### src/rtl/lc3b_types.sv
// Types shared between the L1 cache controller and its datapath.
package lc3b_types;

   typedef enum logic {
      CPU  = 1'b0,
      PMEM = 1'b1
   } lc3b_L1_datasel;

   typedef logic [2:0] lc3b_L1_index;

endpackage

### src/rtl/sat_counter.sv
// Up-counter that holds at all-ones instead of wrapping.
module sat_counter #(
   parameter int WIDTH = 16
) (
   input  logic             clk,
   input  logic             reset_n,
   input  logic             inc,
   output logic [WIDTH-1:0] count
);

   always_ff @(posedge clk or negedge reset_n) begin
      if (!reset_n) begin
         count <= '0;
      end else if (inc && (count != '1)) begin
         count <= count + 1'b1;
      end
   end

endmodule

### src/rtl/l1_cache_control.sv
// Control FSM for a direct-mapped, write-back, write-allocate L1 cache.
//   state       | meaning
//   S_IDLE      | serve hits; on a miss pick writeback or allocate
//   S_WRITEBACK | write the dirty victim line to physical memory
//   S_ALLOCATE  | fetch the missing line from physical memory into the arrays
module l1_cache_control
   import lc3b_types::*;
#(
   parameter int CNT_WIDTH = 16
) (
   input  logic                 clk,
   input  logic                 reset_n,
   input  logic                 mem_read,
   input  logic                 mem_write,
   input  logic                 hit,
   input  logic                 dirty,
   input  logic                 pmem_resp,
   output logic                 mem_resp,
   output logic                 load_data,
   output logic                 load_tag,
   output logic                 load_valid,
   output logic                 load_dirty,
   output logic                 dirty_in,
   output lc3b_L1_datasel       data_sel,
   output logic                 pmem_addr_sel,
   output logic                 pmem_read,
   output logic                 pmem_write,
   output logic [CNT_WIDTH-1:0] hit_count,
   output logic [CNT_WIDTH-1:0] miss_count
);

   typedef enum logic [1:0] {
      S_IDLE      = 2'd0,
      S_WRITEBACK = 2'd1,
      S_ALLOCATE  = 2'd2
   } state_t;

   state_t state, state_next;
   logic   post_fill;
   logic   fill_done;
   logic   hit_inc;
   logic   miss_inc;
   logic   req;

   assign req = mem_read | mem_write;

   always_ff @(posedge clk or negedge reset_n) begin
      if (!reset_n) begin
         state     <= S_IDLE;
         post_fill <= 1'b0;
      end else begin
         state     <= state_next;
         post_fill <= fill_done;
      end
   end

   always_comb begin
      state_next    = state;
      mem_resp      = 1'b0;
      load_data     = 1'b0;
      load_tag      = 1'b0;
      load_valid    = 1'b0;
      load_dirty    = 1'b0;
      dirty_in      = 1'b0;
      data_sel      = CPU;
      pmem_addr_sel = 1'b0;
      pmem_read     = 1'b0;
      pmem_write    = 1'b0;
      fill_done     = 1'b0;
      hit_inc       = 1'b0;
      miss_inc      = 1'b0;

      case (state)
         S_IDLE: begin
            if (req) begin
               if (hit) begin
                  mem_resp = 1'b1;
                  // a write wins over a simultaneous read
                  if (mem_write) begin
                     load_data  = 1'b1;
                     load_dirty = 1'b1;
                     dirty_in   = 1'b1;
                  end
                  // the re-check right after a fill is the tail of a miss
                  hit_inc = ~post_fill;
               end else begin
                  miss_inc   = 1'b1;
                  state_next = dirty ? S_WRITEBACK : S_ALLOCATE;
               end
            end
         end

         S_WRITEBACK: begin
            pmem_write    = 1'b1;
            pmem_addr_sel = 1'b1;
            if (pmem_resp) begin
               state_next = S_ALLOCATE;
            end
         end

         S_ALLOCATE: begin
            pmem_read = 1'b1;
            if (pmem_resp) begin
               load_data  = 1'b1;
               load_tag   = 1'b1;
               load_valid = 1'b1;
               load_dirty = 1'b1;
               data_sel   = PMEM;
               fill_done  = 1'b1;
               state_next = S_IDLE;
            end
         end

         default: begin
            state_next = S_IDLE;
         end
      endcase

      // keep memory requests and array writes quiet while reset is held
      if (!reset_n) begin
         mem_resp      = 1'b0;
         load_data     = 1'b0;
         load_tag      = 1'b0;
         load_valid    = 1'b0;
         load_dirty    = 1'b0;
         dirty_in      = 1'b0;
         data_sel      = CPU;
         pmem_addr_sel = 1'b0;
         pmem_read     = 1'b0;
         pmem_write    = 1'b0;
         fill_done     = 1'b0;
         hit_inc       = 1'b0;
         miss_inc      = 1'b0;
      end
   end

   sat_counter #(.WIDTH(CNT_WIDTH)) u_hit_cnt (
      .clk     (clk),
      .reset_n (reset_n),
      .inc     (hit_inc),
      .count   (hit_count)
   );

   sat_counter #(.WIDTH(CNT_WIDTH)) u_miss_cnt (
      .clk     (clk),
      .reset_n (reset_n),
      .inc     (miss_inc),
      .count   (miss_count)
   );

endmodule

### config.mk
export PLATFORM = sky130hd
export DESIGN_NAME = l1_cache_control
export DESIGN_NICKNAME = d
export VERILOG_FILES = /design/src/rtl/lc3b_types.sv /design/src/rtl/sat_counter.sv /design/src/rtl/l1_cache_control.sv
export SDC_FILE = /design/constraint.sdc
export NUM_CORES = 1
export LEC_CHECK = 0
export CAP_MARGIN = 20
export CORE_MARGIN = 5
export CORE_UTILIZATION = 25
export DETAILED_ROUTE_END_ITERATION = 12
export GPL_TIMING_DRIVEN = 0
export HOLD_SLACK_MARGIN = 0.06
export SYNTH_ARGS = -nofsm -noshare
export SYNTH_HDL_FRONTEND = slang
export SYNTH_SLANG_ARGS = --single-unit
### constraint.sdc
create_clock -name clk -period 2.3 [get_ports clk]
set_input_delay 0.575 -clock clk [delete_from_list [all_inputs] [get_ports clk]]
set_output_delay 0.575 -clock clk [all_outputs]
set_load 0.01 [all_outputs]
==> flow_summary.toml, run 1 <==
[clocking]
htreeDepth = 2
postCtsHoldBufs = 0
cts_tree = "done"
cts_root_buffer = "clkbuf_8"
clkTransAtPathRegs_ns = 0.07
cts.sinks = 35
clk_latency_ns = 0.28
clk_path_buf_depth = 2
numCtsBuffers = 5

[place]
dp_hpwl_um = 3270
portBuffers = 48
routabilityCongestion = 0.737
place_ws_ns = -0.873

[synthesis]
ys_warn_count = 0
mappedNetlistArea_um2 = 1920
synthDominantCellAreaShare_pct = 45.7
yosysTopAreaCell = "dfrtp_1"
synth_cell_type_count = 36
netlist_top_cells_area = "dfrtp_1 (46%), xor2_1 (13%), nor4_4 (4.4%), nand4_1 (3.9%), nor3_2 (2.6%)"
ys_ff_latch = 35
syn_nets = 181
syn_inst = 172
syn_avg_cell_area_um2 = 11.1
ys_seq_area_share_pct = 45.7

[route]
routed_wl_um = 4320
drtIter0Drc = 39
met2_length_um = 2220
route.met3.wl_um = 211
vias_per_cell = 4.52
dr_total_vias = 1501
wl_met1_um = 1870
firstDrtPassIters = 4
top_layer_used = "met4"
drcViolationCount = 0
ant_nets = 0
wire_per_inst_um = 13.0

[finish]
final_common_cell = "clkdlybuf4s50_1"
area_growth_pct = 39.1
multi_input_comb_area_um2 = 963
nets = 238
diodes = 0
fillers = 788
mostFrequentLayoutCells = "clkdlybuf4s50_1 (37), dfrtp_1 (34), xor2_1 (29), nand2_1 (12), nand4_1 (12)"
drive_gt1_share_pct = 17.4
ff_latch_area_um2 = 877
final_core_util_pct = 35.0

[critical_path]
worstPathArrival_ns = 1.62
cp_max_fo = 7
cp-end-kind = "output port"
cp.required_ns = 1.73
start_kind = "flip-flop"
critical_path_class = "flip-flop to output port"

[global_route]
track_usage_pct = 9.45
overflow = 0
grt_start_max_net_pins = 40
antenna_found_initial = 0
grt_pass1_vias = 1614
grt_pass1_wl_um = 7510

[sta]
fin_crit_sh_pct = 95.6
slew_violations = 0
setup-tns-final_ns = 0
fin_crit_ns = 2.20
fin_skew_ns = 0.00585
fin_ws_ns = 0.102
hold_viol_final = 0
finalSetupViolCount = 0
max_freq_ghz = 0.455
hold_ws_ns = 0.0968
rsz0062_at_grt = "no"
worst_slew_pin_slew_ns = 0.484
max-slew-margin-rel_pct = 66.9

[floorplan]
die_x_um = 97.5
dieArea_um2 = 9510
die_h_um = 97.5
start_util_pct = 25.2
ioPinCount = 49
row_count = 32
core_um2 = 7610

[power_and_ir_drop]
p_leak_nw = 1.18
power.total_mw = 1.90
vdd_drop_max_mv = 0.292
powerDensity_nw_per_um2 = 714

[run_status]
status = "finished clean"

[hold_path]
hold_class = "input pin to async pin"

[run]
maxCapViolCount = 0
==> metal layers <==
layer	track usage, %	up-vias
met5	0	-
met4	1.92	0
met3	2.66	2
met2	17.2	36
met1	11.0	733
li1	-	730
==> cell usage after synthesis <==
| master | count |
|---|---|
| dfrtp_1 | 35 |
| xor2_1 | 29 |
| nand2_1 | 12 |
| nand4_1 | 12 |
| nand3_1 | 9 |
| nor2_1 | 9 |
| nor3_1 | 7 |
| nor4_1 | 6 |
| and2_1 | 5 |
| nor3_2 | 5 |
| buf_4 | 4 |
| nor4_4 | 4 |
| and3_1 | 3 |
| mux2_2 | 3 |
| and4_1 | 2 |
| buf_2 | 2 |
| ha_1 | 2 |
| nor3b_1 | 2 |
| nor4b_1 | 2 |
| nor4b_2 | 2 |
| or2_2 | 2 |
| a2111oi_0 | 1 |
| a211oi_1 | 1 |
| a21oi_1 | 1 |
| and3b_1 | 1 |
| buf_12 | 1 |
| buf_6 | 1 |
| clkbuf_1 | 1 |
| inv_1 | 1 |
| nand3b_1 | 1 |
| nand4bb_1 | 1 |
| nor3_4 | 1 |
| o21ba_2 | 1 |
| o311a_1 | 1 |
| or2b_1 | 1 |
| or3_1 | 1 |
==> state kept, by name, summed over array words and instances (netlist names) <==
signal / flops
u_hit_cnt.count: 16
post_fill: 1
u_miss_cnt.count: 16
state: 2
==> report_power, final <==
| part | internal [mW] | switching, mW | leakage, nW |
|---|---|---|---|
| sequential | 0.716 | 0.131 | 0.464 |
| combinational | 0.328 | 0.245 | 0.666 |
| clock | 0.273 | 0.210 | 0.0515 |
==> worst max-delay path: stages, from the launching register on <==
cell,delay [ns]
dfrtp_2,0.44
and3b_1,0.20
and2_4,0.17
or2_2,0.28
buf_4,0.13
buf_4,0.13
==> per-stage QoR <==
stage	std cells	cell area [um2]
after floorplan	172	1920
after global placement	322	2520
after detailed placement	322	2520
after CTS	331	2630
after global routing	332	2670
final	332	2670
==> path summary, 6_finish.rpt <==
| check | start | endpoint | slack [ns] | cells after the start |
|---|---|---|---|---|
| setup / recovery | state[1] | load_dirty | 0.10 | 5 |
| hold / removal | reset_n | u_miss_cnt.count[5] | 0.1 | 1 |
| setup reg to reg | state[0] | u_hit_cnt.count[1] | 0.35 | 6 |
| hold reg to reg | state[1] | state[0] | 0.50 | 1 |
| max in group asynchronous | reset_n | u_hit_cnt.count[0] | 2.05 | 1 |
| min in group clk | state[1] | state[0] | 0.50 | 1 |
==> repair_timing <==
| item | 4_1_cts | 5_1_grt |
|---|---|---|
| setup buffers | 1 | 0 |
| cloned | 0 | 1 |
| gates resized for setup | 20 | 3 |
| setup endpoints to repair | 28 | 2 |
==> cells by family after synthesis <==
logic type,count (synthesis),share of synthesized area (%)
simple gates,88,31.7
fa+ha+maj,2,1.31
xor+xnor,29,13.3
mux,3,1.76
compound gates,5,2.16
flops,35,45.7
buf+inv,10,4.11
==> cell type report <==
cell class / instances / area share [%]
Multi-Input combinational cell: 127 / 36.2
Sequential cell: 35 / 32.9
Timing Repair Buffer: 50 / 19.4
Tap cell: 102 / 4.79
Clock buffer: 8 / 3.76
Buffer: 9 / 2.82
Inverter: 1 / 0.141
No activity file was read; power rests on OpenSTA's default activity.
==> inputs of run 2 (changes only) <==
ABC_AREA = 1   (was not set)
==> flow_summary.toml, run 2 <==
[clocking]
clk_latency_ns = 0.29
cts_root_buffer = "clkbuf_8"
cts_tree = "done"
clkTransAtPathRegs_ns = 0.07
cts.sinks = 35
postCtsHoldBufs = 0
numCtsBuffers = 5
htreeDepth = 2
clk_path_buf_depth = 2

[critical_path]
reg2reg_depth = 9
start_kind = "input pin"
worst_path_max_delay_cell = "clkdlybuf4s50_1"
cp-startpoint = "mem_write"
cp.depth = 5
crit_path_end = "load_dirty"
r2r-start = "u_miss_cnt.count[0]"
path_delay_family = "buffers and inverters"
reg2reg_to = "u_miss_cnt.count[2]"
cp_max_fo = 2
worstPathArrival_ns = 1.65
cpPeakStageDelay_ns = 0.49
cp.buffers_inverters = 3
cp-end-kind = "output port"
r2r_slack_ns = 0.52
crit_chain = "clkdlybuf4s50_1 -> nand2_1 -> a21oi_2 -> buf_4 -> clkdlybuf4s15_2"
critical_path_class = "input pin to output port"
cp.required_ns = 1.73

[sta]
fin_crit_ns = 2.22
max-slew-margin-rel_pct = 81.3
hold_viol_final = 0
fin_crit_sh_pct = 96.7
finalSetupViolCount = 0
fin_skew_ns = 0.00650
worst_slew_pin_slew_ns = 0.280
slew_violations = 0
hold_ws_ns = 0.0939
fin_ws_ns = 0.0764
max_freq_ghz = 0.450

[run]
maxCapViolCount = 0

[floorplan]
row_count = 34
core_um2 = 8720
dieArea_um2 = 11000
die_x_um = 105
die_h_um = 105
ioPinCount = 49
start_util_pct = 25.8

[finish]
nets = 406
mostFrequentLayoutCells = "nand2_1 (143), clkdlybuf4s50_1 (37), nor2_1 (35), dfrtp_1 (34), inv_1 (31)"
top_regs = "u_hit_cnt.count (16), u_miss_cnt.count (16), state (2)"
fin_cells = 506
drive_gt1_share_pct = 12.1
area_growth_pct = 36.7
final_common_cell = "nand2_1"
diodes = 0
finalInstanceArea_um2 = 3070

[power_and_ir_drop]
power.total_mw = 2.23
vdd_drop_max_mv = 0.410
p_leak_nw = 1.43
powerDensity_nw_per_um2 = 726

[route]
dr_total_vias = 2245
vias_per_cell = 4.44
ant_nets = 0
wire_per_inst_um = 11.7
drtIter0Drc = 44
routed_wl_um = 5900
drcViolationCount = 0
firstDrtPassIters = 4

[place]
dp_hpwl_um = 4320
portBuffers = 48
dpl_cell_area_um2 = 2860
routabilityCongestion = 0.788
dp.cells = 490
place_ws_ns = -0.830

[run_status]
status = "finished clean"

[synthesis]
yosysTopAreaCell = "dfrtp_1"
ys_top_cells_by_count = "nand2_1 (144), nor2_1 (40), dfrtp_1 (35)"
syn_inst = 334
synthDominantCellAreaShare_pct = 39.0
synth_edf_count = 0
async_flop_share_pct = 100
ys_seq_area_share_pct = 39.0
syn_avg_cell_area_um2 = 6.72
netlist_top_cells_area = "dfrtp_1 (39%), nand2_1 (24%), nor2_1 (6.7%), inv_1 (5.3%), nand3_1 (4.7%)"
ys_ff_latch = 35
synth-main-ff-cell = "dfrtp_1"
ys_warn_count = 0
synth_cell_type_count = 23
mappedNetlistArea_um2 = 2250
syn_nets = 343
synth.most_common_cell = "nand2_1"

[global_route]
grt_pass1_wl_um = 10100
grt_start_max_net_pins = 19
overflow = 0
antenna_found_initial = 0
track_usage_pct = 10.9
grt_pass1_vias = 2250

[hold_path]
hold_class = "input pin to async pin"
[run 2: changes by cell type after synthesis, sizes merged, moves of 5 or more]
cell	change
xor2	-21
nor3	-13
inv	+33
nand3	+14
o21ai	+13
nor4	-10
nand2	+132
and2	-5
nor2	+39
[run 2: repair_timing]
action / CTS / global route
endpoints found under the setup margin: 30 / 6
pin swaps: 2 / 0
cloned: 1 / 0
setup buffers: 7 / 0
resized for setup: 21 / 10
[run 2: where the power goes]
group	internal, mW	leakage, nW	switching, mW	total, mW
Sequential	0.735	0.472	0.172	0.907
Combinational	0.437	0.914	0.445	0.882
Clock	0.213	0.0422	0.227	0.440
Total	1.38	1.43	0.844	2.23
[run 2: routing by layer]
metal	vias to the layer above	routed length, um	global-route usage, %
met4	0	74	2.47
met5	-	0	0
met2	42	2850	18.8
met3	8	311	3.21
met1	1034	2660	13.4
li1	1161	-	-
[run 2: worst reg2reg max path, cell delays in order (launching register included)]
cell     delay [ns]
dfrtp_1        0.45
ha_1           0.29
nand3_2        0.13
nor2_4         0.06
inv_2          0.09
nor2_2         0.05
nor2_2         0.23
buf_2          0.28
nand2_1        0.07
nand2_1        0.06
[run 2: worst min-delay path by stage]
stage                                end
floorplan                      post_fill
global placement      u_hit_cnt.count[1]
detailed placement   u_hit_cnt.count[15]
CTS                   u_hit_cnt.count[1]
global route                    state[1]
finish              u_miss_cnt.count[11]
[run 2: kinds of logic (layout without fill, tap and decap cells)]
group	count (synthesis)	after routing	share of synthesized area, %
compound gates	17	17	4.51
flops	35	35	39.0
fa+ha+maj	2	2	1.11
xor+xnor	12	12	4.68
buf+inv	42	106	8.58
simple gates	226	226	42.1
[run 2: stage by stage]
stage                     setup TNS [ns]  util (%)
final                                  0      35.2
after global routing            -0.00127      35.2
after CTS                              0      35.0
after detailed placement          -18.21      32.8
after global placement            -79.55      32.8
after floorplan                        0         -
[run 2: cell type report]
class,count,area [um2]
buffer,8,65.1
sequential,35,877
inverter,34,131
fill,919,5650
tap,108,135
clock buffer,7,76.3
multi-input combinational,257,1200
timing repair buffer,56,579
clock inverter,1,5.00
==> variant, RTL diff (flow settings as in run 2) <==
Set the parameter `CNT_WIDTH` to 32 (it was 16).
--- a/src/rtl/l1_cache_control.sv
+++ b/src/rtl/l1_cache_control.sv
@@ -7,5 +7,5 @@
    import lc3b_types::*;
 #(
-   parameter int CNT_WIDTH = 16
+   parameter int CNT_WIDTH = 32
 ) (
    input  logic                 clk,
Ports: changed (resized hit_count and miss_count); port bits go from 49 to 81. The function was not compared with the original's and may differ.
==> variant against run 2 <==
- power rose by 61%
- sequential cell count is 32 higher
- area after synthesis increased by 100%
- cell area is 99% higher
- count of clock-buffer cells in the layout grew 3
- clock power grew to 3.4 times the old value
- maximum frequency down 0.99%
- worst setup slack got worse by 0.022 ns
- highest routed layer unchanged
- routed wire length rose by 130%
==> variant: results (changes against run 2) <==
Logic synthesis
  – Synthesized instance count: 705 (+110%)
  – Fraction of registers with async set/reset: 1.00 (unchanged)
  – Sequential area share after synthesis: 0.367 (-0.0227)
  – Synth cell types: 26 (+13%)
  – Synth cell count leaders: nand2_1 (307), nor2_1 (110), dfrtp_1 (67), inv_1 (57), nand3_1 (50)
  – Yosys warning count: 0 (unchanged)
  – Mapped Nets: 714 (+110%)
  – Synth area leaders: dfrtp_1 (37%), nand2_1 (25%), nor2_1 (9.0%), nand3_1 (5.5%), inv_1 (4.7%)

Finish
  – Layout cells sized above 1: 0.100 (-0.0202)
  – Nets: 812 (+100%)
  – Largest regs: u_hit_cnt.count: 32 flops, u_miss_cnt.count: 32 flops, state: 2 flops
  – ANT cells: 0 (unchanged)
  – Filler cell count: 1974 (+110%)

Place
  – DP HPWL: 10.2 mm (+140%)
  – Placed Area: 5670 um^2 (+99%)
  – IO buf count: 80 (+67%)
  – # placed instances: 1015 (+110%)
  – GPL Wtd Cong: 0.878 (+11%)

Global route
  – Met3 GRT Util: 0.0309 (-0.00119)
  – GR Util met2: 0.217 (+0.0300)
  – Largest net degree at the start of global routing: 40 (+21)
  – Initial antenna violation count: 0 (unchanged)
  – First-pass GRT wire length: 23.0 mm (+130%)
  – GRT Total Usage: 0.132 (+0.0237)
  – Vias in the first global route: 4466 (+98%)
  – Global Route met1 Usage: 0.175 (+0.0411)

Clock network
  – Clock Latency Late Sink: 0.34 ns (+0.05 ns)
  – Clk root buf: clkbuf_16
  – Depth of the CTS H-tree: 3 (+1)
  – Cts bufs inserted: 9 (+4)
  – CTS max path bufs: 2 (unchanged)
  – Clock Pin Slew Worst Setup and Hold Paths: ~0.060 ns

Power and ir drop
  – VDD IR-drop max: 349 uV (-15%)
  – Psw: 1.04 mW (+23%)
  – Reported leakage power: 2.66 nW (+86%)

Critical path
  – CP max stage cell: clkdlybuf4s50_1
  – Crit-path max cell delay: 0.54 ns (+0.05 ns)
  – Cell family with most CP delay: buffers and inverters
  – Worst R2R Setup Slack: 0.32 ns (-0.20 ns)
  – Worst-path fanout max: 4 (+2)
  – Crit path DAT: 1.67 ns (+0.02 ns)

Worst hold path
  – HP Class: in2async

Timing
  – Clock Skews: 0.00722 ns (+0.000715 ns)
  – Relative slew slack: 0.598 (-0.215)

Routing
  – Drt pass-1 iters: 5 (+1)
  – DR vias: 4618 (+110%)
  – Drt via density: 4.46 (+0.47%)
  – DR iter-0 viols: 349 (+690%)
  – Routed Wire Length: 13.7 mm (+130%)

Status
  – Status: finished, final reports clean
==> variant: final cells by class <==
type / instances / area share
buffer: 16 / 0.0211
clock buffer: 10 / 0.0391
clock inverter: 5 / 0.0127
inverter: 60 / 0.0378
multi-input combinational: 562 / 0.421
sequential: 67 / 0.274
tap: 229 / 0.0468
timing repair buffer: 87 / 0.148
==> variant: per-stage QoR <==
stage / setup TNS, ns / setup slack (ns) / total power, mW / hold WS [ns] / utilization
final: 0 / 0.0541 / 3.59 / 0.176 / 0.341
after floorplan: 0 / 0.571 / 1.75 / 0.279 / -
after global routing: -0.0357 / -0.0348 / 3.77 / 0.163 / 0.341
after global placement: -338.49 / -3.48 / 2.05 / 0.530 / 0.315
after CTS: 0 / 0.00947 / 3.63 / 0.160 / 0.340
after detailed placement: -3.25 / -0.437 / 2.06 / 0.537 / 0.316
==> variant: final timing paths <==
| check | from | endpoint | cells past startpoint |
|---|---|---|---|
| min in group clk | u_miss_cnt.count[3] | u_miss_cnt.count[3] | 2 |
| max in group asynchronous | reset_n | state[0] | 2 |
| hold / removal | reset_n | u_hit_cnt.count[0] | 1 |
| setup reg to reg | u_hit_cnt.count[0] | u_hit_cnt.count[30] | 11 |
| hold reg to reg | u_miss_cnt.count[3] | u_miss_cnt.count[3] | 2 |
| setup / recovery | state[1] | pmem_read | 5 |
==> variant: logic make-up after synthesis <==
logic type               after synthesis  share of synthesized area
XOR/XNOR                              23                     0.0441
adder cells (fa/ha/maj)                2                    0.00548
flip-flops                            67                      0.367
AND/OR/NAND/NOR                      524                      0.491
buffers and inverters                 76                     0.0781
AO/OA/AOI/OAI                         13                     0.0145
==> variant: layer usage <==
metal	share of wire	vias to the layer above
li1	-	2383
met1	0.47	2089
met2	0.46	130
met3	0.053	16
met4	0.017	0
met5	0	-
==> variant: power groups by stage <==
stage	clock network [mW]	logic (mW)	registers, mW
floorplan	0	0.367	1.38
global placement	0	0.675	1.37
detailed placement	0	0.690	1.37
CTS	1.55	0.722	1.35
global route	1.59	0.801	1.38
finish	1.50	0.722	1.37
==> variant: repair_timing <==
action / 4_1_cts / 5_1_grt
setup endpoints to repair: 10 / 6
endpoints found under the hold margin: 12 / 0
buffers inserted: 4 / 0
pin swaps: 2 / 2
cloned: 1 / 0
hold buffers: 1 / 0
resized for setup: 26 / 9
